File: src/rtl/mode_switcher_if.sv
// rtl/mode_switcher_if.sv - engine/speaker side signal bundle for mode_switcher
interface mode_switcher_if #(
    parameter int N_MODES = 4,
    parameter int SEL_W   = 3,
    parameter int NOTE_W  = 4
);
    logic [SEL_W-1:0]          mode_select;
    logic [N_MODES-1:0]        spk_in;
    logic [N_MODES*NOTE_W-1:0] note_in;
    logic                      speaker;
    logic [NOTE_W-1:0]         note_out;
    logic [SEL_W-1:0]          active_mode;
    logic [N_MODES-1:0]        mode_en;
    logic                      switching;
    logic                      loud;

    modport master (
        output mode_select, spk_in, note_in,
        input  speaker, note_out, active_mode, mode_en, switching, loud
    );

    modport slave (
        input  mode_select, spk_in, note_in,
        output speaker, note_out, active_mode, mode_en, switching, loud
    );
endinterface

File: src/rtl/mode_switcher.sv
// rtl/mode_switcher.sv - debounced mode arbiter with timed mute gap; MODE_SWITCH_CHIME_EN adds a switch chime
module mode_switcher #(
    parameter int N_MODES       = 4,
    parameter int SEL_W         = 3,
    parameter int NOTE_W        = 4,
    parameter int STABLE_CYCLES = 16,
    parameter int MUTE_CYCLES   = 8,
    parameter int DEFAULT_MODE  = 0
`ifdef MODE_SWITCH_CHIME_EN
    ,
    parameter int CHIME_DIV     = 2
`endif
) (
    input logic            clk,
    input logic            reset,
    mode_switcher_if.slave bus
);
    localparam int CNT_W  = (STABLE_CYCLES > 1) ? $clog2(STABLE_CYCLES) : 1;
    localparam int MUTE_W = (MUTE_CYCLES > 1) ? $clog2(MUTE_CYCLES) : 1;
    localparam logic [SEL_W:0]       N_MODES_EXT = (SEL_W+1)'(N_MODES);
    localparam logic [SEL_W-1:0]     DEF_SEL     = SEL_W'(DEFAULT_MODE);
    localparam logic [CNT_W-1:0]     CNT_LAST    = CNT_W'(STABLE_CYCLES - 1);
    localparam logic [MUTE_W-1:0]    MUTE_LAST   = MUTE_W'(MUTE_CYCLES - 1);
    localparam logic [N_MODES-1:0]   DEFAULT_OH  = N_MODES'(1) << DEFAULT_MODE;
`ifdef MODE_SWITCH_CHIME_EN
    localparam int CHIME_W = (CHIME_DIV > 1) ? $clog2(CHIME_DIV) : 1;
    localparam logic [CHIME_W-1:0]   CHIME_LAST  = CHIME_W'(CHIME_DIV - 1);
`endif

    typedef enum logic {ST_ACTIVE, ST_MUTE} state_t;

    state_t              state;
    logic [SEL_W-1:0]    candidate;
    logic [CNT_W-1:0]    stable_cnt;
    logic [SEL_W-1:0]    target;
    logic [SEL_W-1:0]    active_q;
    logic [MUTE_W-1:0]   mute_cnt;
    logic [N_MODES-1:0]  mode_en_q;
    logic                speaker_q;
    logic [NOTE_W-1:0]   note_q;
    logic                switching_q;
    logic                loud_q;
`ifdef MODE_SWITCH_CHIME_EN
    logic [CHIME_W-1:0]  chime_cnt;
`endif

    logic [SEL_W-1:0]    mapped_sel;
    logic [SEL_W-1:0]    target_ref;
    logic                stable;
    logic                req;
    logic                sel_spk;
    logic [NOTE_W-1:0]   sel_note;
    logic [N_MODES-1:0]  target_oh;

    // During a gap a request is judged against the pending target, so a re-request restarts the gap
    always_comb begin
        mapped_sel = ({1'b0, candidate} < N_MODES_EXT) ? candidate : DEF_SEL;
        target_ref = (state == ST_MUTE) ? target : active_q;
        stable     = (stable_cnt == CNT_LAST);
        req        = stable && (mapped_sel != target_ref);
    end

    // Constant-index compares keep slice arithmetic exact for any N_MODES up to 2^SEL_W
    always_comb begin
        sel_spk   = 1'b0;
        sel_note  = '0;
        target_oh = '0;
        for (int i = 0; i < N_MODES; i++) begin
            if (active_q == SEL_W'(i)) begin
                sel_spk  = bus.spk_in[i];
                sel_note = bus.note_in[i*NOTE_W +: NOTE_W];
            end
            if (target == SEL_W'(i)) begin
                target_oh[i] = 1'b1;
            end
        end
    end

    always_ff @(posedge clk or negedge reset) begin
        if (!reset) begin
            candidate  <= DEF_SEL;
            stable_cnt <= '0;
        end else if (bus.mode_select != candidate) begin
            candidate  <= bus.mode_select;
            stable_cnt <= '0;
        end else if (stable_cnt != CNT_LAST) begin
            stable_cnt <= stable_cnt + 1'b1;
        end
    end

    always_ff @(posedge clk or negedge reset) begin
        if (!reset) begin
            state       <= ST_ACTIVE;
            target      <= DEF_SEL;
            active_q    <= DEF_SEL;
            mute_cnt    <= '0;
            mode_en_q   <= DEFAULT_OH;
            speaker_q   <= 1'b0;
            note_q      <= '0;
            switching_q <= 1'b0;
            loud_q      <= 1'b1;
`ifdef MODE_SWITCH_CHIME_EN
            chime_cnt   <= '0;
`endif
        end else begin
            case (state)
                ST_ACTIVE: begin
                    if (req) begin
                        state       <= ST_MUTE;
                        target      <= mapped_sel;
                        mute_cnt    <= '0;
                        mode_en_q   <= '0;
                        note_q      <= '0;
                        switching_q <= 1'b1;
`ifdef MODE_SWITCH_CHIME_EN
                        speaker_q   <= 1'b1;
                        loud_q      <= 1'b1;
                        chime_cnt   <= '0;
`else
                        speaker_q   <= 1'b0;
                        loud_q      <= 1'b0;
`endif
                    end else begin
                        speaker_q <= sel_spk;
                        note_q    <= sel_note;
                    end
                end
                ST_MUTE: begin
                    note_q <= '0;
                    if (req) begin
                        target   <= mapped_sel;
                        mute_cnt <= '0;
`ifdef MODE_SWITCH_CHIME_EN
                        speaker_q <= 1'b1;
                        chime_cnt <= '0;
`else
                        speaker_q <= 1'b0;
`endif
                    end else if (mute_cnt == MUTE_LAST) begin
                        state       <= ST_ACTIVE;
                        active_q    <= target;
                        mode_en_q   <= target_oh;
                        switching_q <= 1'b0;
                        loud_q      <= 1'b1;
                        speaker_q   <= 1'b0;
                    end else begin
                        mute_cnt <= mute_cnt + 1'b1;
`ifdef MODE_SWITCH_CHIME_EN
                        if (chime_cnt == CHIME_LAST) begin
                            chime_cnt <= '0;
                            speaker_q <= ~speaker_q;
                        end else begin
                            chime_cnt <= chime_cnt + 1'b1;
                        end
`else
                        speaker_q <= 1'b0;
`endif
                    end
                end
                default: state <= ST_ACTIVE;
            endcase
        end
    end

    assign bus.speaker     = speaker_q;
    assign bus.note_out    = note_q;
    assign bus.active_mode = active_q;
    assign bus.mode_en     = mode_en_q;
    assign bus.switching   = switching_q;
    assign bus.loud        = loud_q;
endmodule

File: src/flat_wrapper.sv
// flat-port wrapper written by rule: the top's interface ports become plain ports
module mode_switcher_flat 
#(
    parameter int N_MODES       = 4,
    parameter int SEL_W         = 3,
    parameter int NOTE_W        = 4,
    parameter int STABLE_CYCLES = 16,
    parameter int MUTE_CYCLES   = 8,
    parameter int DEFAULT_MODE  = 0

)
  (clk, reset, bus_mode_select, bus_spk_in, bus_note_in, bus_speaker, bus_note_out, bus_active_mode, bus_mode_en, bus_switching, bus_loud);
  mode_switcher_if #(.N_MODES(N_MODES), .SEL_W(SEL_W), .NOTE_W(NOTE_W)) bus_i ();
  input logic clk;
  input logic reset;
  input wire logic [$bits(bus_i.mode_select)-1:0] bus_mode_select;
  input wire logic [$bits(bus_i.spk_in)-1:0] bus_spk_in;
  input wire logic [$bits(bus_i.note_in)-1:0] bus_note_in;
  output wire logic [$bits(bus_i.speaker)-1:0] bus_speaker;
  output wire logic [$bits(bus_i.note_out)-1:0] bus_note_out;
  output wire logic [$bits(bus_i.active_mode)-1:0] bus_active_mode;
  output wire logic [$bits(bus_i.mode_en)-1:0] bus_mode_en;
  output wire logic [$bits(bus_i.switching)-1:0] bus_switching;
  output wire logic [$bits(bus_i.loud)-1:0] bus_loud;
  assign bus_i.mode_select = bus_mode_select;
  assign bus_i.spk_in = bus_spk_in;
  assign bus_i.note_in = bus_note_in;
  assign bus_speaker = bus_i.speaker;
  assign bus_note_out = bus_i.note_out;
  assign bus_active_mode = bus_i.active_mode;
  assign bus_mode_en = bus_i.mode_en;
  assign bus_switching = bus_i.switching;
  assign bus_loud = bus_i.loud;
  mode_switcher #(.N_MODES(N_MODES), .SEL_W(SEL_W), .NOTE_W(NOTE_W), .STABLE_CYCLES(STABLE_CYCLES), .MUTE_CYCLES(MUTE_CYCLES), .DEFAULT_MODE(DEFAULT_MODE)) u_core (.clk(clk), .reset(reset), .bus(bus_i));
endmodule
File: config.mk
export PLATFORM = sky130hd
export DESIGN_NAME = mode_switcher_flat
export DESIGN_NICKNAME = d
export VERILOG_FILES = /design/src/rtl/mode_switcher_if.sv /design/src/rtl/mode_switcher.sv /design/src/flat_wrapper.sv
export SDC_FILE = /design/constraint.sdc
export NUM_CORES = 1
export LEC_CHECK = 0
export CORE_MARGIN = 2
export CORE_UTILIZATION = 35
export CTS_CLUSTER_SIZE = 14
export DETAILED_ROUTE_END_ITERATION = 16
export PLACE_DENSITY_LB_ADDON = 0.12
export REMOVE_ABC_BUFFERS = 1
export SYNTH_ARGS = -nofsm -noshare
export SYNTH_HDL_FRONTEND = slang
export SYNTH_SLANG_ARGS = --single-unit
File: constraint.sdc
create_clock -name clk -period 1.5 [get_ports clk]
set_clock_uncertainty 0.05 [all_clocks]
set_input_delay 0.15 -clock clk [delete_from_list [all_inputs] [get_ports clk]]
set_output_delay 0.15 -clock clk [all_outputs]
set_load 0.01 [all_outputs]
Yosys cells after proc, flatten, opt, wreduce, memory -nomap -nowiden
Index checks and enable logic that the tools add are counted.
W data, S select, Z words.

cells by class
  add/sub/neg operators = 2
  multiply operators = 0
  div/mod/pow operators = 0
  order comparisons = 1
  equality and inequality tests = 15
  shift operators = 0
  multiplexer cells = 41
  bitwise gates (word level) = 2
  reduce and logical (&&, ||, !) cells = 7

operators with widths
  cell                   number
  $mux W4                10
  $mux W1                18
  $mux W3                6
  $pmux W4 S2            2
  $eq A3 B2 Y1 const B   4
  $pmux W1 S2            4
  $eq A3 B1 Y1 const B   2
  $logic_not A3 Y1       2
  $ne A3 B3 Y1           2
  $pmux W3 S2            1
  $reduce_and A3 Y1      2
  $add A4 B1 Y4 const B  1
  $eq A4 B4 Y1 const B   1
  $ne A2 B2 Y1 const B   2
  $ne A4 B4 Y1 const B   1
  $add A3 B1 Y3 const B  1
  $eq A3 B3 Y1 const B   1
  $lt A3 B3 Y1 const B   1
  $ne A3 B3 Y1 const B   1
  $ne A2 B1 Y1 const B   1
  $not A1 Y1             2
  $reduce_and A2 Y1      1
  $reduce_bool A2 Y1     1
  $logic_and A1 B1 Y1    1

storage, ports and cells
  bits in registers = 28
  latch bits = 0
  bits in writable memories = 0
  ROM bits = 0
  bits of input ports = 25
  logic and storage cells = 79
  memories kept = 0

Depth between registers and ports, before layout
Gate-level depths: netlist of the first run.

  depth after elaboration = 7
  gate-level depth with buffers = 7
  mapped depth without buffers = 5

Least setup slack after synthesis of the first run
No wires, ideal clock.

  kind = register to register
  from = reg u_core.active_q[0], in the netlist u_core.bus.active_mode[0]
  to = reg u_core.active_q[0], in the netlist u_core.bus.active_mode[0]
  arrival time = 1.539 ns
  path slack = -0.214 ns
  cell stages (with the launch flop) = 7
  buffers on the path = 1
  cell sequence = dfrtp_1 -> buf_4 -> mux2i_1 -> xor2_1 -> o21ba_4 -> nor2_2 -> mux2_4

between the ends
  longest elaborated chain between the ends = 5

RTL lines
  item                                line                  text
  from (decl)                         mode_switcher.sv:36   logic [SEL_W-1:0] active_q;
  from (signal assigned)              mode_switcher.sv:141  active_q <= target;
  $mux W3                             mode_switcher.sv:58   target_ref = (state == ST_MUTE) ? target : active_q;
  $ne A3 B3 Y1                        mode_switcher.sv:60   req = stable && (mapped_sel != target_ref);
  $logic_and A1 B1 Y1                 mode_switcher.sv:60
  $not A1 Y1 (no source line)         n/a
  $reduce_and A3 Y1 (no source line)  n/a

Every way passes these cells.
A chain may end at the register's enable or synchronous reset.

Worst setup path after layout of the first run
  from = reg u_core.state
  to = reg u_core.active_q[0], in the netlist u_core.bus.active_mode[0]

between the ends
  longest elaborated chain between the ends = 5

RTL lines
  item                                  line                  text
  from (decl)                           mode_switcher.sv:32   state_t state;
  from (signal assigned)                mode_switcher.sv:93   state <= ST_ACTIVE;
  from (signal assigned)                mode_switcher.sv:109  state <= ST_MUTE;
  from (signal assigned)                mode_switcher.sv:140  state <= ST_ACTIVE;
  $mux W3                               mode_switcher.sv:58
  $ne A3 B3 Y1                          mode_switcher.sv:60
  $logic_and A1 B1 Y1                   mode_switcher.sv:60
  $not A1 Y1 (no source line)           n/a
  $reduce_and A3 Y1 (no source line) *  n/a

Mark *: on every way between the ends. The rest lies on a longest branch, timed or not.

==> results of run 1 <==
==> sequential cells by signal, summed over array words and instances, names as in the netlist <==
name,count
u_core.bus.active_mode,2
u_core.bus.loud,1
u_core.bus.mode_en,4
u_core.bus.note_out,4
u_core.bus.speaker,1
u_core.bus.switching,1
u_core.candidate,3
u_core.mute_cnt,3
u_core.stable_cnt,4
u_core.state,1
u_core.target,2
==> synth_stat cells (2+ instances only) <==
master and number:
o21ai_0 5, dfstp_2 2, clkbuf_1 4, o32ai_1 2
inv_1 7, dfrtp_1 24, mux2i_1 5, nor3_1 2
a32o_1 2, nor2_1 7, o22ai_1 2, o32a_1 2
xnor2_1 4, buf_4 3, mux4_2 5, nand2b_1 4
mux2_4 2, xor2_1 3, nand3_1 3, nand2_1 8
nor2b_1 5, ha_1 3
==> final cells by class <==
type	instances	area [sq um]
Tap cell	48	60.1
Clock buffer	4	55.1
Timing Repair Buffer	55	508
Fill cell	329	1670
Inverter	7	26.3
Sequential cell	26	653
Multi-Input combinational cell	72	659
==> cells by family after synthesis <==
logic type | synth area share
fa+ha+maj | 0.0285
mux | 0.146
xor+xnor | 0.0465
simple gates | 0.120
other cells | 0.00285
buf+inv | 0.0570
compound gates | 0.104
flops | 0.496
==> critical path, cell delays in order (launching register included) <==
cell     delay [ns]
dfrtp_1        0.44
mux2i_2        0.30
xor2_2         0.14
o21ba_4        0.25
nor2_4         0.10
mux2_4         0.30
==> per-layer routing <==
metal,vias up,track usage,routed length (um)
met4,0,0.0469,38
li1,496,-,-
met5,-,0,0
met3,5,0.0274,174
met2,31,0.237,1320
met1,495,0.165,1250
==> path summary, 6_finish.rpt <==
check,cells past startpoint,to,start
min in group clk,1,u_core.candidate[0],bus_mode_select[0]
max in group asynchronous,2,u_core.bus.mode_en[0],reset
max,5,u_core.bus.active_mode[0],u_core.state
min,2,u_core.bus.mode_en[2],reset
min reg2reg,2,u_core.bus.loud,u_core.bus.loud
max reg2reg,5,u_core.bus.active_mode[0],u_core.state
==> report_power, final <==
| group | internal [mW] | total [mW] | switching [mW] | leakage, nW |
|---|---|---|---|---|
| Clock | 0.235 | 0.466 | 0.231 | 0.0288 |
| Combinational | 0.102 | 0.152 | 0.0506 | 0.510 |
| Sequential | 0.714 | 0.721 | 0.00626 | 0.332 |
==> stage by stage <==
stage	setup WS (ns)	hold WS, ns	setup TNS (ns)
finish	-0.191	0.191	-2.24
floorplan	-0.281	-0.196	-2.20
global placement	-0.0844	0.442	-0.592
CTS	-0.143	0.202	-1.33
detailed placement	-0.145	0.462	-1.35
global route	-0.277	0.241	-3.94
==> placed cells by master (no fill, tap or decap), types with 2 or more instances in the layout <==
cell,Yosys,routed
clkdlybuf4s50_1,0,33
clkbuf_8,0,4
mux4_2,5,5
o22ai_2,0,2
nand2_1,8,8
nand2b_1,4,2
o32a_1,2,2
inv_1,7,7
a32o_1,2,2
o32ai_1,2,2
buf_6,1,2
buf_4,3,16
dfrtp_1,24,24
mux2_4,2,2
o21ai_1,0,4
mux2i_1,5,3
nor3_1,2,2
nand3_1,3,3
mux2i_2,0,2
dlygate4sd2_1,0,4
nor2_2,1,2
ha_1,3,3
xnor2_1,4,4
dfstp_2,2,2
xor2_2,0,2
nand2b_4,0,2
nor2b_1,5,5
nor2_1,7,5
==> timing repair <==
| item | in CTS | in global routing |
|---|---|---|
| pin swaps | 2 | 3 |
| buffers inserted | 0 | 2 |
| endpoints found under the setup margin | 20 | 19 |
| resized for setup | 11 | 12 |
==> metrics, run 1 <==
post-synth top area cell dfrtp_1; first-pass GRT wire length 4480 um; Power Total 1.34 mW; maximum capacitance violations 0; count of mapped cells out of synthesis 113; die outline height 65.4 um; setup repair after global routing missed its margin yes; number of distinct standard cells referenced by the synthesized netlist 31; routed length per instance 13.1 um; worst skew pair latency 0.28 ns; Starting DRT DRC Count 46; placer's final routability congestion estimate 0.716; area post-placement 1820 sq um; placeable core area 3630 sq um; leading register cell type out of synthesis dfrtp_1; cell count after placement 206; Num CTS Buffers 3; 1st-pass router iterations 3; WL final 2780 um; overall overflow remaining after global route 0; min-delay worst type in2async; number of warnings reported in the yosys synthesis log 0; HPWL after detailed placement 2030 um; Via density 4.84; Die Outline Area 4270 sq um; power per cell area 682 nW/um^2; static leakage 0.870 nW; number of global-route vias before repair 1032; Synth area leaders dfrtp_1 (46%), mux4_2 (8.5%), dfstp_2 (4.0%); max frequency 0.591 GHz; post-route clock period utilization 1.13; post-route cell area 1960 sq um; minimum setup slack among reg-to-reg paths -0.19 ns; sequential fraction of the synthesis area 0.496; count of final max-slew check failures 0; fin worst setup slack -0.191 ns; EDFF count, synth 0; number of antenna violations at the first check in global routing 0; H-tree levels 1; Max Fanout on Critical Path 3; GRT Total Usage 0.135; count of nets after finishing 193; post-route non-filler standard cell count 212; Std-Cell Rows 22; area of the mapped netlist 1320 sq um; die extent in x 65.4 um; synthesized area per cell 11.7 sq um; violated checks negative setup slack; Min Clock Period, post-route 1.69 ns; Detail Route Antenna Nets 0; Antenna Diode Count 0; arrival time at the worst endpoint 1.81 ns; Clock Sinks 26; IR Drop Worst-Case VDD 0.000300 V; number of flip-flops and latches in the synthesized netlist 26; endpoint required time on the critical path 1.62 ns; run status complete, but fails checks; number of buffer cells added on primary ports 37; portion of synthesized cell area occupied by the leading cell type 0.456; master cell of the clock root buffer clkbuf_8; number of endpoints failing setup at the final stage 19; CTS tree done; routed via count 1027; Boundary Pins 39; register clock-pin slew on the reported worst setup and hold paths 0.10 ns; fraction of layout instances using a drive strength above 1 0.274; Final Core Density 0.540; effective utilization at floorplan 0.363; total count of hold-check failures in the final report 0; largest net degree at the start of global routing 27; hold-fix buffer count after cts 0; Worst Setup Path Type reg2reg; DRC violation count after routing 0; layout-stage area growth over the synthesis result 48.9%; sort of element at the start of the critical path flop; Critical Path End Type flop; async set-reset flop share out of synthesis 1.00; maximum buffer depth of the clock tree 2
Note: power is estimated with default switching activity, not from simulation.
==> inputs of run 2 (changes only) <==
CTS_CLUSTER_DIAMETER = 100   (was unset)
==> results of run 2 <==
No change in the layout: final DEF, timing and power equal those of run 1.
==> inputs of run 3 (changes only) <==
CTS_CLUSTER_SIZE = 12   (was 14)
==> results of run 3 <==
No change in the layout: final DEF, timing and power equal those of run 1.
